`src/rtl/piso_tx_if.sv`:
```
// Load handshake and serial output bundle for piso_tx.
// master: word source / serial sink side; slave: the transmitter itself.
interface piso_tx_if #(
    parameter int WIDTH = 8
) ();
    logic [WIDTH-1:0] din;
    logic             load_valid;
    logic             load_ready;
    logic             so;
    logic             so_valid;
    logic             busy;
    logic             done;

    modport master (
        output din,
        output load_valid,
        input  load_ready,
        input  so,
        input  so_valid,
        input  busy,
        input  done
    );

    modport slave (
        input  din,
        input  load_valid,
        output load_ready,
        output so,
        output so_valid,
        output busy,
        output done
    );
endinterface

```
`src/rtl/piso_tx.sv`:
```
// Parallel-in serial-out transmitter with valid/ready load and gapless streaming.
// Ports: clk, rst (async active-low), bus (piso_tx_if.slave):
//   din/load_valid/load_ready load handshake; so/so_valid serial stream;
//   busy while a frame is in progress; done on the final bit of each frame.
// Optional trailing even-parity bit when PISO_PARITY_EN is defined.
module piso_tx #(
    parameter int WIDTH     = 8,
    parameter bit MSB_FIRST = 1'b1
) (
    input  logic       clk,
    input  logic       rst,
    piso_tx_if.slave   bus
);

    localparam int CW = (WIDTH > 1) ? $clog2(WIDTH) : 1;
    localparam logic [CW-1:0] LAST = CW'(WIDTH - 1);

`ifdef PISO_PARITY_EN
    typedef enum logic [1:0] {
        IDLE  = 2'd0,
        SHIFT = 2'd1,
        PAR   = 2'd2
    } state_t;
`else
    typedef enum logic {
        IDLE  = 1'b0,
        SHIFT = 1'b1
    } state_t;
`endif

    state_t           state_q, state_d;
    logic [WIDTH-1:0] sreg_q, sreg_d;
    logic [CW-1:0]    cnt_q, cnt_d;
`ifdef PISO_PARITY_EN
    logic             par_q, par_d;
`endif

    logic             last_bit;
    logic             final_cyc;
    logic             accept;
    logic             head;
    logic [WIDTH-1:0] shifted;

    // Last data bit of the frame is on so this cycle.
    assign last_bit = (state_q == SHIFT) && (cnt_q == LAST);

    // Final bit of the whole frame: parity bit if present, else last data bit.
`ifdef PISO_PARITY_EN
    assign final_cyc = (state_q == PAR);
`else
    assign final_cyc = last_bit;
`endif

    // Ready in the final cycle too, so the next word follows with no gap.
    assign bus.load_ready = (state_q == IDLE) || final_cyc;
    assign accept         = bus.load_valid && bus.load_ready;

    assign head    = MSB_FIRST ? sreg_q[WIDTH-1] : sreg_q[0];
    assign shifted = MSB_FIRST ? {sreg_q[WIDTH-2:0], 1'b0}
                               : {1'b0, sreg_q[WIDTH-1:1]};

    always_comb begin
        state_d = state_q;
        sreg_d  = sreg_q;
        cnt_d   = cnt_q;
`ifdef PISO_PARITY_EN
        par_d   = par_q;
`endif

        unique case (state_q)
            IDLE: begin
                if (accept) state_d = SHIFT;
            end
            SHIFT: begin
                sreg_d = shifted;
                if (!last_bit) begin
                    cnt_d = cnt_q + CW'(1);
                end else begin
                    cnt_d = '0;
`ifdef PISO_PARITY_EN
                    state_d = PAR;
`else
                    state_d = accept ? SHIFT : IDLE;
`endif
                end
            end
`ifdef PISO_PARITY_EN
            PAR: begin
                state_d = accept ? SHIFT : IDLE;
            end
`endif
            default: state_d = IDLE;
        endcase

        // A new word overrides the shift of the outgoing one.
        if (accept) begin
            sreg_d = bus.din;
            cnt_d  = '0;
`ifdef PISO_PARITY_EN
            par_d  = ^bus.din;
`endif
        end
    end

    always_ff @(posedge clk or negedge rst) begin
        if (!rst) begin
            state_q <= IDLE;
            sreg_q  <= '0;
            cnt_q   <= '0;
        end else begin
            state_q <= state_d;
            sreg_q  <= sreg_d;
            cnt_q   <= cnt_d;
        end
    end

`ifdef PISO_PARITY_EN
    always_ff @(posedge clk or negedge rst) begin
        if (!rst) begin
            par_q <= 1'b0;
        end else begin
            par_q <= par_d;
        end
    end
`endif

    // Serial output is taken only from registered state; din never reaches so.
    always_comb begin
        bus.so = 1'b0;
        unique case (state_q)
            IDLE:    bus.so = 1'b0;
            SHIFT:   bus.so = head;
`ifdef PISO_PARITY_EN
            PAR:     bus.so = par_q;
`endif
            default: bus.so = 1'b0;
        endcase
    end

    assign bus.so_valid = (state_q != IDLE);
    assign bus.busy     = (state_q != IDLE);
    assign bus.done     = final_cyc;

`ifndef SYNTHESIS
    a_done_ready : assert property (
        @(posedge clk) disable iff (!rst) bus.done |-> bus.load_ready);
    a_idle_quiet : assert property (
        @(posedge clk) disable iff (!rst) !bus.busy |-> !bus.so);
`endif

endmodule

```
`src/flat_wrapper.sv`:
```
// flat-port wrapper written by rule: the top's interface ports become plain ports
module piso_tx_flat 
#(
    parameter int WIDTH     = 8,
    parameter bit MSB_FIRST = 1'b1
)
  (clk, rst, bus_din, bus_load_valid, bus_load_ready, bus_so, bus_so_valid, bus_busy, bus_done);
  piso_tx_if #(.WIDTH(WIDTH)) bus_i ();
  input  logic clk;
  input  logic rst;
  input wire logic [$bits(bus_i.din)-1:0] bus_din;
  input wire logic [$bits(bus_i.load_valid)-1:0] bus_load_valid;
  output wire logic [$bits(bus_i.load_ready)-1:0] bus_load_ready;
  output wire logic [$bits(bus_i.so)-1:0] bus_so;
  output wire logic [$bits(bus_i.so_valid)-1:0] bus_so_valid;
  output wire logic [$bits(bus_i.busy)-1:0] bus_busy;
  output wire logic [$bits(bus_i.done)-1:0] bus_done;
  assign bus_i.din = bus_din;
  assign bus_i.load_valid = bus_load_valid;
  assign bus_load_ready = bus_i.load_ready;
  assign bus_so = bus_i.so;
  assign bus_so_valid = bus_i.so_valid;
  assign bus_busy = bus_i.busy;
  assign bus_done = bus_i.done;
  piso_tx #(.WIDTH(WIDTH), .MSB_FIRST(MSB_FIRST)) u_core (.clk(clk), .rst(rst), .bus(bus_i));
endmodule
```
`config.mk`:
```
export PLATFORM = sky130hd
export DESIGN_NAME = piso_tx_flat
export DESIGN_NICKNAME = d
export VERILOG_FILES = /design/src/rtl/piso_tx_if.sv /design/src/rtl/piso_tx.sv /design/src/flat_wrapper.sv
export SDC_FILE = /design/constraint.sdc
export NUM_CORES = 1
export LEC_CHECK = 0
export BUFFER_PORTS_ARGS = -buffer_cell sky130_fd_sc_hd__buf_4
export CAP_MARGIN = 15
export CORE_AREA = 2 2 39 41
export CTS_CLUSTER_SIZE = 8
export DETAILED_ROUTE_END_ITERATION = 10
export DIE_AREA = 0 0 41 43
export PLACE_DENSITY = 0.73
export SYNTH_ARGS = -nofsm -noshare
export SYNTH_HDL_FRONTEND = slang
export SYNTH_SLANG_ARGS = --single-unit
```
`constraint.sdc`:
```
create_clock -name clk -period 3 [get_ports clk]
set_clock_uncertainty 0.2 [all_clocks]
set_input_delay 0.15 -clock clk [delete_from_list [all_inputs] [get_ports clk]]
set_output_delay 0.15 -clock clk [all_outputs]
set_load 0.05 [all_outputs]
```
==> out/metrics.csv, run 1 <==
metric,value,unit
Via Count,509,
max-cap violations,0,
number of I/O pins,16,
Port Buffer Count,15,
reg2reg path depth,3,
Iter 0 DRT Violations,16,
clock share of power,17.4,%
P&R area growth vs syn,34.6,%
Num CTS Buffers,3,
CP Max Fanout,23,
Final nets,92,
XOR/XNOR share of the synthesized area,0,%
Gate Count Post-Synth,54,
Setup crit end kind,primary output,
drt first pass iters,4,
clock tree sinks,12,
DP Area,729,µm²
remaining antenna violation count,0,
Post-Layout Cell Count,94,
DR WL met3,70,µm
"Slowest-stage cell, CP",dfrtp_1,
DIE HEIGHT,43,µm
status,"finished, final reports clean",
Sequential Power Share,38.6,%
critical path's largest stage delay,0.76,ns
antenna violations before repair,0,
Synth Area in Adders,3.89,%
Ys Warns,0,
core footprint,1380,µm²
GP Congestion,0.748,
CP cell instances,"nand2b_1, buf_4",
GR Util All Layers,17.6,%
CTS clock-pin slew for the worst setup and hold paths,0.07,ns
largest family of logic cells by synthesized area,compound AO/OA/AOI/OAI gates,
CTS root buf,clkbuf_4,
Via density,5.41,
Crit path depth,2,
Worst Max-Slew Pin Slew,0.651,ns
Crit path buffers/inverters,1,
VDD IR max,0.629,mV
Final Util,62.6,%
drt wl/cell,13.1,µm
Clock Path Buffers,2,
first-pass GRT wire length,2010,µm
switching share of power,37.5,%
syn nets,67,
number of global-route vias before repair,461,
compound-gate portion of the synthesized area,26.5,%
RSZ-0062 raised after global routing,no,
width of the die,41,µm
PwrDens,854,nW/µm²
# diodes,0,
Worst-Skew Late Latency,0.27,ns
die footprint,1760,µm²
Leak,0.410,nW
Hold Fails Final Rpt,0,
ys async rst share,100,%
Pins Over Slew Limit,0,
Final TNS setup,0,ns
Final Routed Wirelength,1230,µm
Final setup viols,0,
WP data required,2.65,ns
sequential element share of the synthesized area,46.7,%
Cell Int Power,462,µW
fraction of layout instances using a drive strength above 1,35.9,%
Sw Pwr,277,µW
Synth Area in Simple Gates,15.2,%
post-route clock period utilization,70.4,%
average cell area after synthesis,11.9,µm²
WL met1,591,µm
count of cell types in the netlist,19,
ys flop type,dfrtp_1,
number of flops mapped to enable cells by yosys,0,
mux share of post-synthesis cell area,0,%
H-tree Lvls,1,
Worst setup SP type,flip-flop,
TritonCTS clock tree,yes,
critical path class,flip-flop to primary output,
highest routed metal layer,met4,
Starting Density,46.5,%
fin crit period,2.11,ns
Comb power frac,44.0,%
total congestion overflow,0,
routed wl met2,530,µm
"delay-heaviest family, CP",flip-flops,
crit path DAT,1.76,ns
Site Rows,14,
placed cells,80,
synthesized area,643,µm²
design area,866,µm²
DRC violations left,0,
top achievable clock speed,474,MHz
worst min path class,input pin to async pin,
largest net degree at the start of global routing,24,
"FF+latch count, synth",12,
worst rel slew slack,56.6,%
cell usage in the layout, fill, tap and decap left out, types with 2 or more instances in the layout:
cell type / instances
buf_4: 15
dfrtp_1: 12
dlygate4sd3_1: 10
a211o_1: 7
nor2b_1: 6
o221a_2: 6
nand2b_1: 3
clkbuf_4: 3
and2_2: 2
nand2_1: 2
o21ai_0: 2
a32o_1: 2
ha_1: 2
cells in the mapped netlist (2+ instances only):
master | n | share of area, %
a32o_1 | 2 | 3.1
a211o_1 | 7 | 9.5
nand2_1 | 2 | 1.2
o21ai_0 | 2 | 1.6
dfrtp_1 | 12 | 47
o221a_2 | 6 | 11
and2_2 | 2 | 2.3
nor2b_1 | 6 | 5.8
ha_1 | 2 | 3.9
nand2b_1 | 3 | 2.9
buf_4 | 2 | 2.3
repair_timing:
item | 4_1_cts | 5_1_grt
hold endpoints to repair | 21 | 0
gates resized for setup | 0 | 0
buffers inserted | 0 | 0
hold buffers | 10 | 0
registers in the layout, indices dropped and copies added (netlist names):
signal,count
u_core.sreg_q,8
u_core.bus.busy,1
u_core.cnt_q,3
power groups by stage:
| stage | Clock, mW | Combinational [mW] | Sequential, mW |
|---|---|---|---|
| after floorplan | 0 | 0.272 | 0.273 |
| after global placement | 0 | 0.309 | 0.285 |
| after detailed placement | 0 | 0.315 | 0.287 |
| after CTS | 0.130 | 0.326 | 0.284 |
| after global routing | 0.137 | 0.352 | 0.297 |
| final | 0.129 | 0.325 | 0.285 |
through the flow:
step | hold slack, ns | total power, mW | worst slack, ns
2_1_floorplan | -0.346 | 0.545 | 1.21
3_3_place_gp | -0.203 | 0.595 | 1.10
3_5_place_dp | -0.203 | 0.602 | 1.04
4_1_cts | 0.0485 | 0.740 | 0.915
5_1_grt | 0.0476 | 0.786 | 0.741
6_report | 0.0419 | 0.739 | 0.889
per-layer routing:
layer / GRT usage (%) / vias to the layer above
met5: 0 / -
met1: 23.9 / 235
met2: 22.5 / 19
met4: 12.0 / 0
met3: 6.28 / 4
li1: - / 251
path summary, 6_finish.rpt:
check,from,to,slack (ns)
worst max-delay path,u_core.bus.busy,bus_load_ready,0.89
worst min-delay path,rst,u_core.sreg_q[1],0.04
worst min register to register,u_core.cnt_q[1],u_core.cnt_q[1],0.30
max in group asynchronous,rst,u_core.bus.busy,2.41
worst max register to register,u_core.bus.busy,u_core.sreg_q[3],1.00
min in group clk,u_core.cnt_q[1],u_core.cnt_q[1],0.30
cell type report:
class | count | area, µm²
Tap cell | 16 | 20.0
Inverter | 1 | 3.75
Clock buffer | 4 | 36.3
Multi-Input combinational cell | 36 | 293
Fill cell | 119 | 518
Timing Repair Buffer | 25 | 213
Sequential cell | 12 | 300
cell families (layout without fill, tap and decap cells):
logic type | after synthesis | in the layout
compound gates | 18 | 18
buf+inv | 6 | 30
fa+ha+maj | 2 | 2
flops | 12 | 12
simple gates | 16 | 16
No activity file was read; power rests on OpenSTA's default activity.
==> run 2: changes to the inputs <==
- ABC_AREA: unset -> 1
- CORE_AREA: 2 2 39 41 -> unset
- CORE_MARGIN: unset -> 2
- CORE_UTILIZATION: unset -> 46
- DIE_AREA: 0 0 41 43 -> unset
- PLACE_DENSITY: 0.73 -> 0.72
- clock period: 3 -> 1.86 ns (I/O delays scaled with it)
==> run 2 against run 1 <==
Global-route usage grew 0.44 points. Non-clock buffer count grew 6. Combinational power grew 110%. Synthesized cell count grew 50%. Hold slack gained 0.24 ns. Power grew 73%. Cell area grew 12%. Die area grew 4.7%. Sequential power grew 53%. Clock power grew 33%. Core utilization grew 3.5 points.
==> out/metrics.csv, run 2 <==
metric,value,unit
clock tree sinks,12,
Gate Count Post-Synth,81,
status,"finished, final reports clean",
fin crit period,1.80,ns
worst rel slew slack,63.5,%
# diodes,0,
PwrDens,1310,nW/µm²
# fillers,116,
GP Congestion,0.697,
largest net degree at the start of global routing,19,
Final nets,126,
number of I/O pins,16,
detailed placer's ending HPWL,816,µm
Final Util,66.1,%
number of flops mapped to enable cells by yosys,0,
Ys Warns,0,
DIE HEIGHT,43.0,µm
Worst-Skew Late Latency,0.29,ns
width of the die,43.0,µm
max-cap violations,0,
R2R Path Start,u_core.cnt_q[0],
TritonCTS clock tree,yes,
core footprint,1470,µm²
CP Max Fanout,9,
Crit. Startpoint,u_core.cnt_q[0],
reg2reg path depth,8,
sequential element share of the synthesized area,43.0,%
design area,972,µm²
Final Routed Wirelength,1430,µm
most common cell in the netlist,nand2_1,
remaining antenna violation count,0,
WP data required,1.57,ns
hold_ws,0.283,ns
Worst Max-Slew Pin Slew,0.546,ns
drt first pass iters,4,
top achievable clock speed,554,MHz
synthesized area,698,µm²
average cell area after synthesis,8.62,µm²
max reg flops,8,
VDD IR max,0.603,mV
ys flop type,dfrtp_1,
Via Count,607,
Pins Over Slew Limit,0,
CTS clock-pin slew for the worst setup and hold paths,0.07,ns
syn nets,94,
first-pass GRT wire length,2320,µm
"most common cell after layout, fill and taps aside",nand2_1,
Clock Path Buffers,2,
Final setup viols,0,
top post-synthesis cells by count,"nand2_1 (24), dfrtp_1 (12), nand3_2 (12), inv_1 (11), nor2_1 (7)",
worst min path class,flip-flop to flip-flop,
Leak,0.517,nW
fraction of layout instances using a drive strength above 1,35.1,%
DP Area,793,µm²
Site Rows,14,
r2r setup slk,0.11,ns
Starting Density,47.4,%
post-synth top area share,43.0,%
drt wl/cell,11.2,µm
GR Util All Layers,18.1,%
"Power, Total",1.28,mW
P&R area growth vs syn,39.2,%
Port Buffer Count,15,
Worst setup SP type,flip-flop,
CTS root buf,clkbuf_4,
Final TNS setup,0,ns
die footprint,1850,µm²
DRC violations left,0,
biggest area consumer among synthesized cells,dfrtp_1,
count of cell types in the netlist,12,
total congestion overflow,0,
crit path DAT,1.51,ns
Iter 0 DRT Violations,7,
antenna violations before repair,0,
Num CTS Buffers,3,
post-route clock period utilization,97.0,%
"FF+latch count, synth",12,
most frequent cells in the layout,"nand2_1 (24), buf_4 (19), nand3_2 (12), dfrtp_1 (12)",
"Most flops, register",u_core.sreg_q,
Via density,4.78,
Hold Fails Final Rpt,0,
Setup crit end kind,primary output,
number of global-route vias before repair,526,
ys async rst share,100,%
critical path class,flip-flop to primary output,
CP Capture Point,bus_load_ready,
H-tree Lvls,1,
Area contributors post-synth,"dfrtp_1 (43%), nand3_2 (17%), nand2_1 (13%)",
reg-to-reg critical path endpoint,u_core.sreg_q[3],
[run 2: cell count changes after synthesis, moves of 7 or more]
| cell | delta |
|---|---|
| inv_1 | +10 |
| nand3_2 | +12 |
| a211o_1 | -7 |
| nand2_1 | +22 |
[run 2: power by group]
part	total [mW]	leakage, nW	switching (mW)	internal [mW]
registers	0.436	0.153	0.0707	0.365
clock network	0.172	0.0138	0.0964	0.0755
logic	0.669	0.350	0.388	0.281
[run 2: worst min-delay path by stage]
stage | startpoint | to | slack [ns] | depth (start not counted)
floorplan | rst | u_core.bus.busy | -0.40 | 0
global placement | rst | u_core.sreg_q[0] | -0.26 | 1
detailed placement | rst | u_core.cnt_q[1] | -0.26 | 1
CTS | u_core.cnt_q[1] | u_core.cnt_q[1] | 0.29 | 2
global route | u_core.sreg_q[0] | u_core.sreg_q[0] | 0.31 | 2
finish | u_core.cnt_q[1] | u_core.cnt_q[1] | 0.28 | 2
[run 2: area by class of cell]
| type | instances | area, µm² | share of cell area (%) |
|---|---|---|---|
| flip-flops and latches | 12 | 300 | 30.9 |
| inverters | 11 | 41.3 | 4.25 |
| multi-input cells | 54 | 324 | 33.3 |
| repair buffers | 31 | 264 | 27.2 |
| well taps | 16 | 20.0 | 2.06 |
| clock buffers | 3 | 22.5 | 2.32 |
[run 2: what timing repair did]
action | 4_1_cts | 5_1_grt
endpoints found under the hold margin | 21 | 0
hold buffers | 11 | 0
gates resized for setup | 2 | 0
cloned | 0 | 0
endpoints found under the setup margin | 1 | 1
setup buffers | 0 | 5
[run 2: per-layer routing]
metal	track usage, %	vias up	share of wire (%)	wire, µm
li1	-	313	-	-
met1	22.7	273	45	646
met2	27.3	16	47	671
met3	2.55	5	4.1	59
met4	14.5	0	3.4	48
met5	0	-	0	0
[run 2: cells by family after synthesis]
kind of cell	synth area share, %
buf+inv	11.3
flops	43.0
simple gates	40.9
compound gates	1.25
fa+ha+maj	3.58
[run 2: worst max-delay path, cell delays in order, from the launching register on]
cell and delay [ns]:
dfrtp_1 0.41, ha_1 0.21, ha_1 0.19, inv_1 0.13
nand2_4 0.11, buf_6 0.18
[run 2: metrics by stage]
step | setup WS (ns) | instances
detailed placement | 0.168 | 108
finish | 0.0565 | 127
global placement | 0.213 | 108
global route | -0.00567 | 127
CTS | 0.0132 | 122
floorplan | 0.276 | 81
